File: src/rtl/cam_client.sv
// cam_client: sequences LOOKUP/READ/WRITE/LOOKUP_INSERT requests onto a
// 32x32 CAM port, allocating round-robin on insert misses.
module cam_client #(
  parameter int CAM_LAT = 1
) (
  input  logic        clk,
  input  logic        reset,
  input  logic        req_valid,
  output logic        req_ready,
  input  logic [1:0]  req_op,
  input  logic [4:0]  req_index,
  input  logic [31:0] req_data,
  output logic        rsp_valid,
  input  logic        rsp_ready,
  output logic        rsp_hit,
  output logic [4:0]  rsp_index,
  output logic [31:0] rsp_data,
  output logic        rsp_evict,
  output logic [5:0]  occupancy,
  output logic        cam_read,
  output logic [4:0]  cam_read_index,
  output logic        cam_write,
  output logic [4:0]  cam_write_index,
  output logic [31:0] cam_write_data,
  output logic        cam_search,
  output logic [31:0] cam_search_data,
  input  logic        cam_read_valid,
  input  logic [31:0] cam_read_value,
  input  logic        cam_search_valid,
  input  logic [4:0]  cam_search_index
);

  localparam logic [1:0] OP_LOOKUP = 2'd0;
  localparam logic [1:0] OP_READ   = 2'd1;
  localparam logic [1:0] OP_WRITE  = 2'd2;
  localparam logic [1:0] OP_INSERT = 2'd3;
  localparam logic [1:0] LAT_M1    = 2'(CAM_LAT - 1);

  typedef enum logic [2:0] {
    IDLE,
    ISSUE,
    WAIT,
    ALLOC,
    RESP
  } state_t;

  state_t      state_q;
  logic [1:0]  op_q;
  logic [4:0]  idx_q;
  logic [31:0] key_q;
  logic [1:0]  cnt_q;
  logic [4:0]  ptr_q;
  logic [4:0]  ptr_d;
  logic [5:0]  occ_q;
  logic [5:0]  occ_d;

  logic        rsp_valid_q;
  logic        rsp_hit_q;
  logic [4:0]  rsp_index_q;
  logic [31:0] rsp_data_q;
  logic        rsp_evict_q;

  logic        cam_read_q;
  logic [4:0]  cam_read_index_q;
  logic        cam_write_q;
  logic [4:0]  cam_write_index_q;
  logic [31:0] cam_write_data_q;
  logic        cam_search_q;
  logic [31:0] cam_search_data_q;

  logic        accept;
  logic        full;
  logic        ins_miss;

  assign req_ready = (state_q == IDLE) && !reset;
  assign accept    = req_valid && req_ready;
  assign full      = (occ_q == 6'd32);
  assign ptr_d     = ptr_q + 5'd1;
  assign occ_d     = full ? occ_q : occ_q + 6'd1;
  assign ins_miss  = (op_q == OP_INSERT) && !cam_search_valid;

  always_ff @(posedge clk or posedge reset) begin
    if (reset) begin
      state_q           <= IDLE;
      op_q              <= OP_LOOKUP;
      idx_q             <= '0;
      key_q             <= '0;
      cnt_q             <= '0;
      ptr_q             <= '0;
      occ_q             <= '0;
      rsp_valid_q       <= 1'b0;
      rsp_hit_q         <= 1'b0;
      rsp_index_q       <= '0;
      rsp_data_q        <= '0;
      rsp_evict_q       <= 1'b0;
      cam_read_q        <= 1'b0;
      cam_read_index_q  <= '0;
      cam_write_q       <= 1'b0;
      cam_write_index_q <= '0;
      cam_write_data_q  <= '0;
      cam_search_q      <= 1'b0;
      cam_search_data_q <= '0;
    end else begin
      // strobes are single-cycle pulses
      cam_read_q   <= 1'b0;
      cam_write_q  <= 1'b0;
      cam_search_q <= 1'b0;
      unique case (state_q)
        IDLE: begin
          if (accept) begin
            op_q        <= req_op;
            idx_q       <= req_index;
            key_q       <= req_data;
            rsp_hit_q   <= 1'b0;
            rsp_index_q <= '0;
            rsp_data_q  <= '0;
            rsp_evict_q <= 1'b0;
            state_q     <= ISSUE;
            unique case (req_op)
              OP_READ: begin
                cam_read_q       <= 1'b1;
                cam_read_index_q <= req_index;
              end
              OP_WRITE: begin
                cam_write_q       <= 1'b1;
                cam_write_index_q <= req_index;
                cam_write_data_q  <= req_data;
              end
              default: begin
                cam_search_q      <= 1'b1;
                cam_search_data_q <= req_data;
              end
            endcase
          end
        end
        ISSUE: begin
          if (op_q == OP_WRITE) begin
            rsp_hit_q   <= 1'b1;
            rsp_index_q <= idx_q;
            rsp_valid_q <= 1'b1;
            state_q     <= RESP;
          end else begin
            cnt_q   <= LAT_M1;
            state_q <= WAIT;
          end
        end
        WAIT: begin
          if (cnt_q != 2'd0) begin
            cnt_q <= cnt_q - 2'd1;
          end else if (op_q == OP_READ) begin
            rsp_hit_q   <= cam_read_valid;
            rsp_data_q  <= cam_read_value;
            rsp_index_q <= idx_q;
            rsp_valid_q <= 1'b1;
            state_q     <= RESP;
          end else if (ins_miss) begin
            cam_write_q       <= 1'b1;
            cam_write_index_q <= ptr_q;
            cam_write_data_q  <= key_q;
            rsp_hit_q         <= 1'b0;
            rsp_index_q       <= ptr_q;
            rsp_evict_q       <= full;
            state_q           <= ALLOC;
          end else begin
            rsp_hit_q   <= cam_search_valid;
            rsp_index_q <= cam_search_valid ? cam_search_index : 5'd0;
            rsp_valid_q <= 1'b1;
            state_q     <= RESP;
          end
        end
        ALLOC: begin
          ptr_q       <= ptr_d;
          occ_q       <= occ_d;
          rsp_valid_q <= 1'b1;
          state_q     <= RESP;
        end
        RESP: begin
          if (rsp_ready) begin
            rsp_valid_q <= 1'b0;
            state_q     <= IDLE;
          end
        end
        default: state_q <= IDLE;
      endcase
    end
  end

  assign rsp_valid       = rsp_valid_q;
  assign rsp_hit         = rsp_hit_q;
  assign rsp_index       = rsp_index_q;
  assign rsp_data        = rsp_data_q;
  assign rsp_evict       = rsp_evict_q;
  assign occupancy       = occ_q;
  assign cam_read        = cam_read_q;
  assign cam_read_index  = cam_read_index_q;
  assign cam_write       = cam_write_q;
  assign cam_write_index = cam_write_index_q;
  assign cam_write_data  = cam_write_data_q;
  assign cam_search      = cam_search_q;
  assign cam_search_data = cam_search_data_q;

endmodule

File: config.mk
export PLATFORM = sky130hd
export DESIGN_NAME = cam_client
export DESIGN_NICKNAME = d
export VERILOG_FILES = /design/src/rtl/cam_client.sv
export SDC_FILE = /design/constraint.sdc
export NUM_CORES = 1
export LEC_CHECK = 0
export CAP_MARGIN = 5
export CORE_ASPECT_RATIO = 0.7
export CORE_MARGIN = 2
export CORE_UTILIZATION = 35
export DETAILED_ROUTE_END_ITERATION = 10
export HOLD_SLACK_MARGIN = 0.06
export PLACE_DENSITY = 0.65
export SLEW_MARGIN = 25
export SYNTH_ARGS = -nofsm -noshare
export SYNTH_HDL_FRONTEND = slang
export SYNTH_SLANG_ARGS = --single-unit
File: constraint.sdc
create_clock -name clk -period 9.6 [get_ports clk]
set_input_delay 0.96 -clock clk [delete_from_list [all_inputs] [get_ports clk]]
set_output_delay 0.96 -clock clk [all_outputs]
set_load 0.05 [all_outputs]
Yosys cells after proc, flatten, opt, wreduce, memory -nomap -nowiden
Cells that the tools add are included.
{"block": "op_classes", "add_sub_neg": 3, "multipliers": 0, "n_div": 0, "magnitude_cmp": 0, "n_eq_ne": 21, "shift": 0, "mux": 60, "bitwise_logic": 2, "n_reduce_logical": 23}
{"operator": "32-bit 2-to-1 mux", "count": 8}
{"operator": "32-bit one-hot mux with 2 select lines", "count": 2}
{"operator": "5-bit 2-to-1 mux", "count": 11}
{"operator": "1-bit 2-to-1 mux", "count": 23}
{"operator": "3-bit 2-to-1 mux", "count": 6}
{"operator": "2-bit != test, second input constant", "count": 9}
{"operator": "3-bit one-hot mux with 5 select lines", "count": 1}
{"operator": "5-bit one-hot mux with 3 select lines", "count": 1}
{"operator": "3-bit AND reduction", "count": 4}
{"operator": "5-bit one-hot mux with 2 select lines", "count": 1}
{"operator": "5-bit AND reduction", "count": 2}
{"operator": "4-bit AND reduction", "count": 2}
{"operator": "6-bit by 1-bit adder with 6-bit output, second input constant", "count": 1}
{"operator": "2-bit == test, second input constant", "count": 3}
{"operator": "3-bit by 2-bit == test with 1-bit output, second input constant", "count": 2}
{"operator": "6-bit == test, second input constant", "count": 1}
{"operator": "6-bit AND reduction", "count": 1}
{"operator": "2-bit nonzero test", "count": 3}
{"operator": "5-bit by 1-bit adder with 5-bit output, second input constant", "count": 1}
{"operator": "2-bit by 1-bit == test with 1-bit output, second input constant", "count": 2}
{"operator": "2-bit 2-to-1 mux", "count": 2}
{"operator": "1-bit one-hot mux with 2 select lines", "count": 2}
{"operator": "1-bit one-hot mux with 4 select lines", "count": 1}
{"operator": "2-bit one-hot mux with 2 select lines", "count": 1}
{"operator": "14 further kinds", "count": 19}
{"block": "totals", "ff_bits": 172, "latch_bits": 0, "mem_bits_rw": 0, "rom_bits": 0, "in_bits": 82, "output_inout_bits": 124, "elab_cells": 128, "mem_count": 0}

Logic depth before layout (Yosys ltp)
Gate-level depths: netlist (run 1).
{"block": "logic_depth", "word_depth": 6, "ltp_mapped": 8, "mapped_depth_nobuf": 6}

Worst setup path after synthesis (run 1)
Ideal clock, no wire load.
{"block": "synth_path", "path_type": "input port to flip-flop", "from": "input port reset", "to": "register cam_search_data_q[10], in the netlist cam_search_data[10]", "setup_time_ps": 128, "t_arrival_ps": 2786, "required_time_ps": 9472, "slack_ps": 6686, "path_stages": 5, "n_path_buf": 1, "cell_sequence": "nor4_2 > and2_1 > nand2_1 > buf_2 > mux2_1"}
{"block": "synth_between", "elab_chain_cells": 4}
{"item": "start, declared", "line": "7", "source": "input logic reset,"}
{"item": "1-bit logical NOT (no source line)"}
{"item": "1-bit logical AND", "line": "75", "source": "assign req_ready = (state_q == IDLE) && !reset;"}
{"item": "1-bit logical AND", "line": "76", "source": "assign accept = req_valid && req_ready;"}
{"item": "3-bit AND reduction (no source line)"}
{"item": "end signal, assigned", "line": "131", "source": "cam_search_data_q <= req_data;"}
{"item": "end, declared", "line": "69", "source": "logic [31:0] cam_search_data_q;"}
Every way passes these cells.
A chain may end at the register's enable or synchronous reset.

Worst setup path in the final report (run 1)
{"block": "layout_path", "from": "input port reset", "to": "output port req_ready"}
{"block": "layout_between", "elab_chain_cells": 2}
{"item": "1-bit logical NOT (no source line)"}
{"item": "1-bit logical AND", "line": "75"}
{"item": "end, declared", "line": "9", "source": "output logic req_ready,"}
Every way passes these cells.

==> impl_results.md, run 1 <==
- Peak supply drop: between 0.00015 and 0.0002 V
- Leakage: ~4.4 nW
- TritonCTS Buffers: 17
- Final Max Tran Viols: 0
- GPL Wtd Cong: approximately 0.74
- Final nets: 910
- Setup crit end kind: output port
- Mapped Area: 7120 um^2
- Tcrit/Tclk final: 0.375
- Layout cell share with drive strength beyond 1: 0.0659
- Die ar.: roughly 22000 um^2
- Startpoint types: primary input
- Post-synth cell types: between 40 and 50
- WL per Instance: approximately 16 um
- Drt first-iter violations: roughly 240
- Commonest non-fill, non-tap cell in the layout: clkdlybuf4s50_1
- Final cell count without fillers: between 1k and 1.5k
- EDFF count, synth: 0
- Drt drc: 0
- RSZ-0062 raised after global routing: false
- CORE AREA: about 20000 um^2
- Via/cell ratio: 4.75
- Post-CTS resize count: 0
- Core Util, Final: 0.503
- Final instance area: 9990 um^2
- Layout area overhead: 40.5%
- Avg Inst Size Synth: approximately 11 um^2
- Tot Pwr: between 3 and 4 mW
- Worst Setup SP: reset
- DP HPWL: 11.8 mm
- Yosys warns: 0
- # setup viols final: 0
- Setup tns final: 0 ns
- Final worst slack: between 6 and 7 ns
- TritonRoute pass-1 iters: 6
- DRT antenna net count: 0
- Die H: between 100 and 150 um
- Pwr/cell area: 364 nW/um^2
- R2r setup slk: around 6.3 ns
- Critical Path AT: between 2 and 3 ns
- Hold_buf cts: 0
- Die W: approximately 170 um
- Crit path to: req_ready
- Total Wirelength: about 18 mm
- Post-synth ARST share: 1.00
- Critical-path maximum fanout: 3
- Sequential share of the synthesized area: 0.605
- Post-Syn Instances: 631
- Initial antenna violation count: 2
- Worst Reg-to-Reg Cells: 4
- Register area: ~4300 um^2
- Reg-to-Reg End: cam_search_data[4]
- Hold Path Class: flip-flop to flip-flop
- Worst reg2reg path startpoint: state_q[2]
- Clock Path Buffers: 2
- Area of the multi-input gates: roughly 2600 um^2
- GRT overflow: 0
- Vias: 5254
- Period minus WS final: 3.60 ns
- WP data required: about 8.6 ns
- Placed insts: approximately 1.1k
- Fillers: approximately 1.8k
- Post-DP Area: 9400 um^2
- Placement Setup Slack: ~5.5 ns
- Status: complete, no violations
- Cell row count: 43
- Peak Freq: roughly 0.28 GHz
- Number of global-route vias before repair: approximately 5.2k
- Initial core utilization: 0.358
- Sink Count: between 150 and 200
- Latest clock arrival within the worst-skew pair: between 0.4 and 0.5 ns
- # IOs: approximately 200
- TritonCTS clock tree: done
- Setup bufs post-CTS: 0
- Critical path class: primary input to output port
- Most frequent cells in the layout: 205 x clkdlybuf4s50_1, 172 x dfrtp_1, 132 x nand2_1
- Root buffer cell: clkbuf_16
- Synth Flop Type: dfrtp_1
- #FFs+latches synth: roughly 170
- Post-Syn Nets: 719
- GRT Total Usage: 0.172
- Pin count of the biggest net entering global routing: 95
- Port Buffers: 205
- Max Clock Skew: ~0.010 ns
- Fin. Hold Viols: 0
- First-pass GRT wire length: 28.8 mm
- H-tree Lvls: 4
- Slew @ Worst Pin: between 0.8 and 0.9 ns
- Worst slew margin: 0.407
- Max Cap Viol: 0
- Hold WS: between 0.4 and 0.5 ns
- Reg clk slew, reported paths: around 0.06 ns
worst max-delay path, stage by stage:
cell and delay [ns]:
clkdlybuf4s50_1 0.52, nor4_2 0.28, clkdlybuf4s50_1 0.88
state kept, by name, summed over array words and instances, names as in the netlist, 3 cells and up:
signal and cells:
cam_write_data 32, rsp_index 5, occupancy 6, key_q 32, rsp_data 32, cam_write_index 5, state_q 3, cam_search_data 32
cam_read_index 5, ptr_q 5, idx_q 5
synthesized netlist by cell type, types with 2 or more instances:
cell type	count	area, um^2
nor4_2	2	25.0
xor2_1	2	17.5
mux2_1	29	327
nor2_1	45	169
ha_1	6	75.1
a221oi_2	2	30.0
nand2b_1	7	43.8
a22oi_1	4	30.0
nor4_1	2	12.5
buf_4	3	22.5
inv_1	13	48.8
nand4_1	3	18.8
nand2_1	134	503
buf_2	23	115
dfrtp_1	172	4300
mux2i_1	37	370
o21ai_0	14	70.1
a22o_1	33	289
a21oi_1	48	240
xnor2_1	6	52.6
clkbuf_1	12	45.0
mux2_2	11	124
how the worst min path moves through the flow:
stage | from | endpoint | slack, ns | cells past startpoint
after detailed placement | key_q[7] | key_q[7] | 0.46 | 2
final | idx_q[2] | idx_q[2] | 0.48 | 2
after CTS | key_q[7] | key_q[7] | 0.48 | 2
after global routing | idx_q[1] | idx_q[1] | 0.50 | 2
after floorplan | key_q[0] | key_q[0] | 0.45 | 2
after global placement | key_q[13] | key_q[13] | 0.46 | 2
power by group:
part / leakage (nW) / total [mW] / internal, mW / switching (mW)
combinational: 1.94 / 1.72 / 0.594 / 1.13
clock: 0.293 / 0.700 / 0.418 / 0.282
sequential: 2.14 / 1.22 / 1.02 / 0.195
total: 4.37 / 3.64 / 2.04 / 1.61
cell type report:
cell class | instances | share of cell area
Sequential cell | 172 | 0.431
Tap cell | 270 | 0.0338
Inverter | 13 | 0.00538
Clock inverter | 10 | 0.0136
Multi-Input combinational cell | 408 | 0.261
Timing Repair Buffer | 210 | 0.209
Antenna cell | 1 | 0.000250
Clock buffer | 22 | 0.0454
metal layers:
metal / wire length, um / share of wire / vias up / track usage
met3: 1450 / 0.082 / 10 / 0.0701
met4: 124 / 0.0071 / 2 / 0.0410
met2: 7440 / 0.42 / 122 / 0.246
met1: 8540 / 0.49 / 2585 / 0.244
met5: 13 / 0.00074 / - / 0
li1: - / - / 2535 / -
logic make-up after synthesis:
kind of cell,after synthesis,share of synthesized area
AO/OA/AOI/OAI,107,0.0992
XOR/XNOR,8,0.00985
adder cells (fa/ha/maj),6,0.0106
buffers and inverters,51,0.0325
flip-flops,172,0.605
multiplexers,77,0.115
AND/OR/NAND/NOR,210,0.128
Power figures use the tool's default switching activity.
==> run 2: changes to the inputs <==
clock period = 3.7 ns   (was 9.6 ns; I/O delays follow)
==> impl_results.md, run 2 (synthesized netlist as in run 1, its figures left out) <==
- Status: complete, no violations
- Hold Path Class: primary input to async pin
- Peak supply drop: slightly above 0.0005 V
- Peak Freq: ~0.37 GHz
- Commonest non-fill, non-tap cell in the layout: clkdlybuf4s50_1
- Pwr/cell area: approximately 930 nW/um^2
- Setup tns final: 0 ns
- Total Wirelength: 17.7 mm
- # IOs: between 200 and 250
- Final nets: roughly 910
- Layout cell share with drive strength beyond 1: 0.0739
- Slew @ Worst Pin: 0.857 ns
- Placed insts: 1077
- Most frequent cells in the layout: 205 x clkdlybuf4s50_1, 172 x dfrtp_1, 133 x nand2_1
- Leakage: 4.36 nW
- Drt first-iter violations: 248
- Fin. Hold Viols: 0
- CP peak stage delay: ~0.9 ns
- Reg clk slew, reported paths: roughly 0.070 ns
- Final Max Tran Viols: 0
- TritonCTS clock tree: done
- Final cell count without fillers: 1109
- Die H: 123 um
- Root buffer cell: clkbuf_16
- Worst reg2reg path startpoint: state_q[2]
- Via/cell ratio: 4.75
- Pin count of the biggest net entering global routing: between 80 and 90
- DP HPWL: roughly 12 mm
- CORE AREA: a little under 20000 um^2
- Clock Path Buffers: 2
- Sink Count: approximately 170
- GRT Total Usage: 0.172
- Initial core utilization: 0.358
- Critical-path maximum fanout: 14
- Max Cap Viol: 0
- TritonRoute pass-1 iters: 4
- Worst slew margin: 0.427
- RSZ-0062 raised after global routing: false
- Latest clock arrival within the worst-skew pair: roughly 0.43 ns
- Die W: roughly 170 um
- Diodes inserted: 0
- Die ar.: 21500 um^2
- Number of global-route vias before repair: 5266
- Post-CTS resize count: 0
- Worst Setup SP: state_q[2]
- Post-DP Area: between 9000 and 10000 um^2
- Layout area overhead: 40.5%
- TritonCTS Buffers: 17
- Vias: between 5k and 6k
- Startpoint types: flip-flop
- Max Clock Skew: 0.00918 ns
- Critical Path AT: between 2 and 2.5 ns
- Port Buffers: between 200 and 250
- Final instance area: 9990 um^2
- Cell row count: 43
- Hold_buf cts: 0
- GPL Wtd Cong: 0.757
- DRT antenna net count: 0
- Period minus WS final: about 2.7 ns
- H-tree Lvls: 4
- Critical path class: flip-flop to output port
- WL per Instance: 16.0 um
- Setup crit end kind: output port
- Initial antenna violation count: 1
- GRT overflow: 0
- WP data required: between 3 and 4 ns
- Critical path's slowest cell: clkdlybuf4s50_1
- # setup viols final: 0
- Setup bufs post-CTS: 0
- First-pass GRT wire length: around 29 mm
- Tcrit/Tclk final: 0.733
- CP cell instances: nor4_2 -> clkdlybuf4s50_1
- Drt drc: 0
==> run 2: changes by cell type in the layout (fill, tap and decap cells not counted), moves of 3 or more <==
cell        before  now
clkinvlp_4       0    5
buf_4            4    8
clkbuf_1         4    0
bufinv_16        3    0
clkinv_2         4    1
clkinv_4         0    3
==> run 2: metal layers <==
| metal | up-vias | wire (um) | GRT usage |
|---|---|---|---|
| met3 | 10 | 1470 | 0.0664 |
| met2 | 147 | 7390 | 0.242 |
| met5 | - | 11 | 0 |
| met1 | 2569 | 8720 | 0.249 |
| li1 | 2539 | - | - |
| met4 | 2 | 97 | 0.0394 |
==> run 2: worst max-delay path: cells and delay by family (launching register included) <==
family / cells / cell delay [ns]
buffers and inverters: 1 / 0.89
flip-flops: 1 / 0.60
AND/OR/NAND/NOR: 1 / 0.43
==> run 2: worst paths after layout <==
check	slack (ns)	endpoint	depth (start not counted)
worst min-delay path	0.47	cam_search_data[8]	2
worst max-delay path	0.99	req_ready	2
worst max register to register	1.28	cam_read_index[3]	5
max in group asynchronous	2.38	cam_read	3
worst min register to register	0.47	key_q[16]	2
min in group clk	0.47	key_q[16]	2
==> run 2: final cells by class <==
cell class / instances / area, um^2
Fill cell: 1771 / 9860
Clock buffer: 17 / 425
Sequential cell: 172 / 4300
Tap cell: 270 / 338
Inverter: 13 / 52.6
Timing Repair Buffer: 214 / 2130
Multi-Input combinational cell: 408 / 2610
Clock inverter: 15 / 133
==> run 2: power breakdown <==
group / internal [mW] / switching, mW
sequential: 2.66 / 0.492
clock: 0.882 / 0.820
combinational: 1.55 / 2.94
total: 5.09 / 4.25
==> run 2: metrics by stage <==
step | power [mW] | setup WS (ns) | hold WS, ns | util
floorplan | 6.12 | 1.13 | 0.445 | -
global placement | 7.65 | 1.15 | 0.456 | 0.475
detailed placement | 7.70 | 1.09 | 0.462 | 0.475
CTS | 9.45 | 0.964 | 0.468 | 0.503
global route | 9.89 | 0.876 | 0.494 | 0.503
finish | 9.34 | 0.989 | 0.468 | 0.503
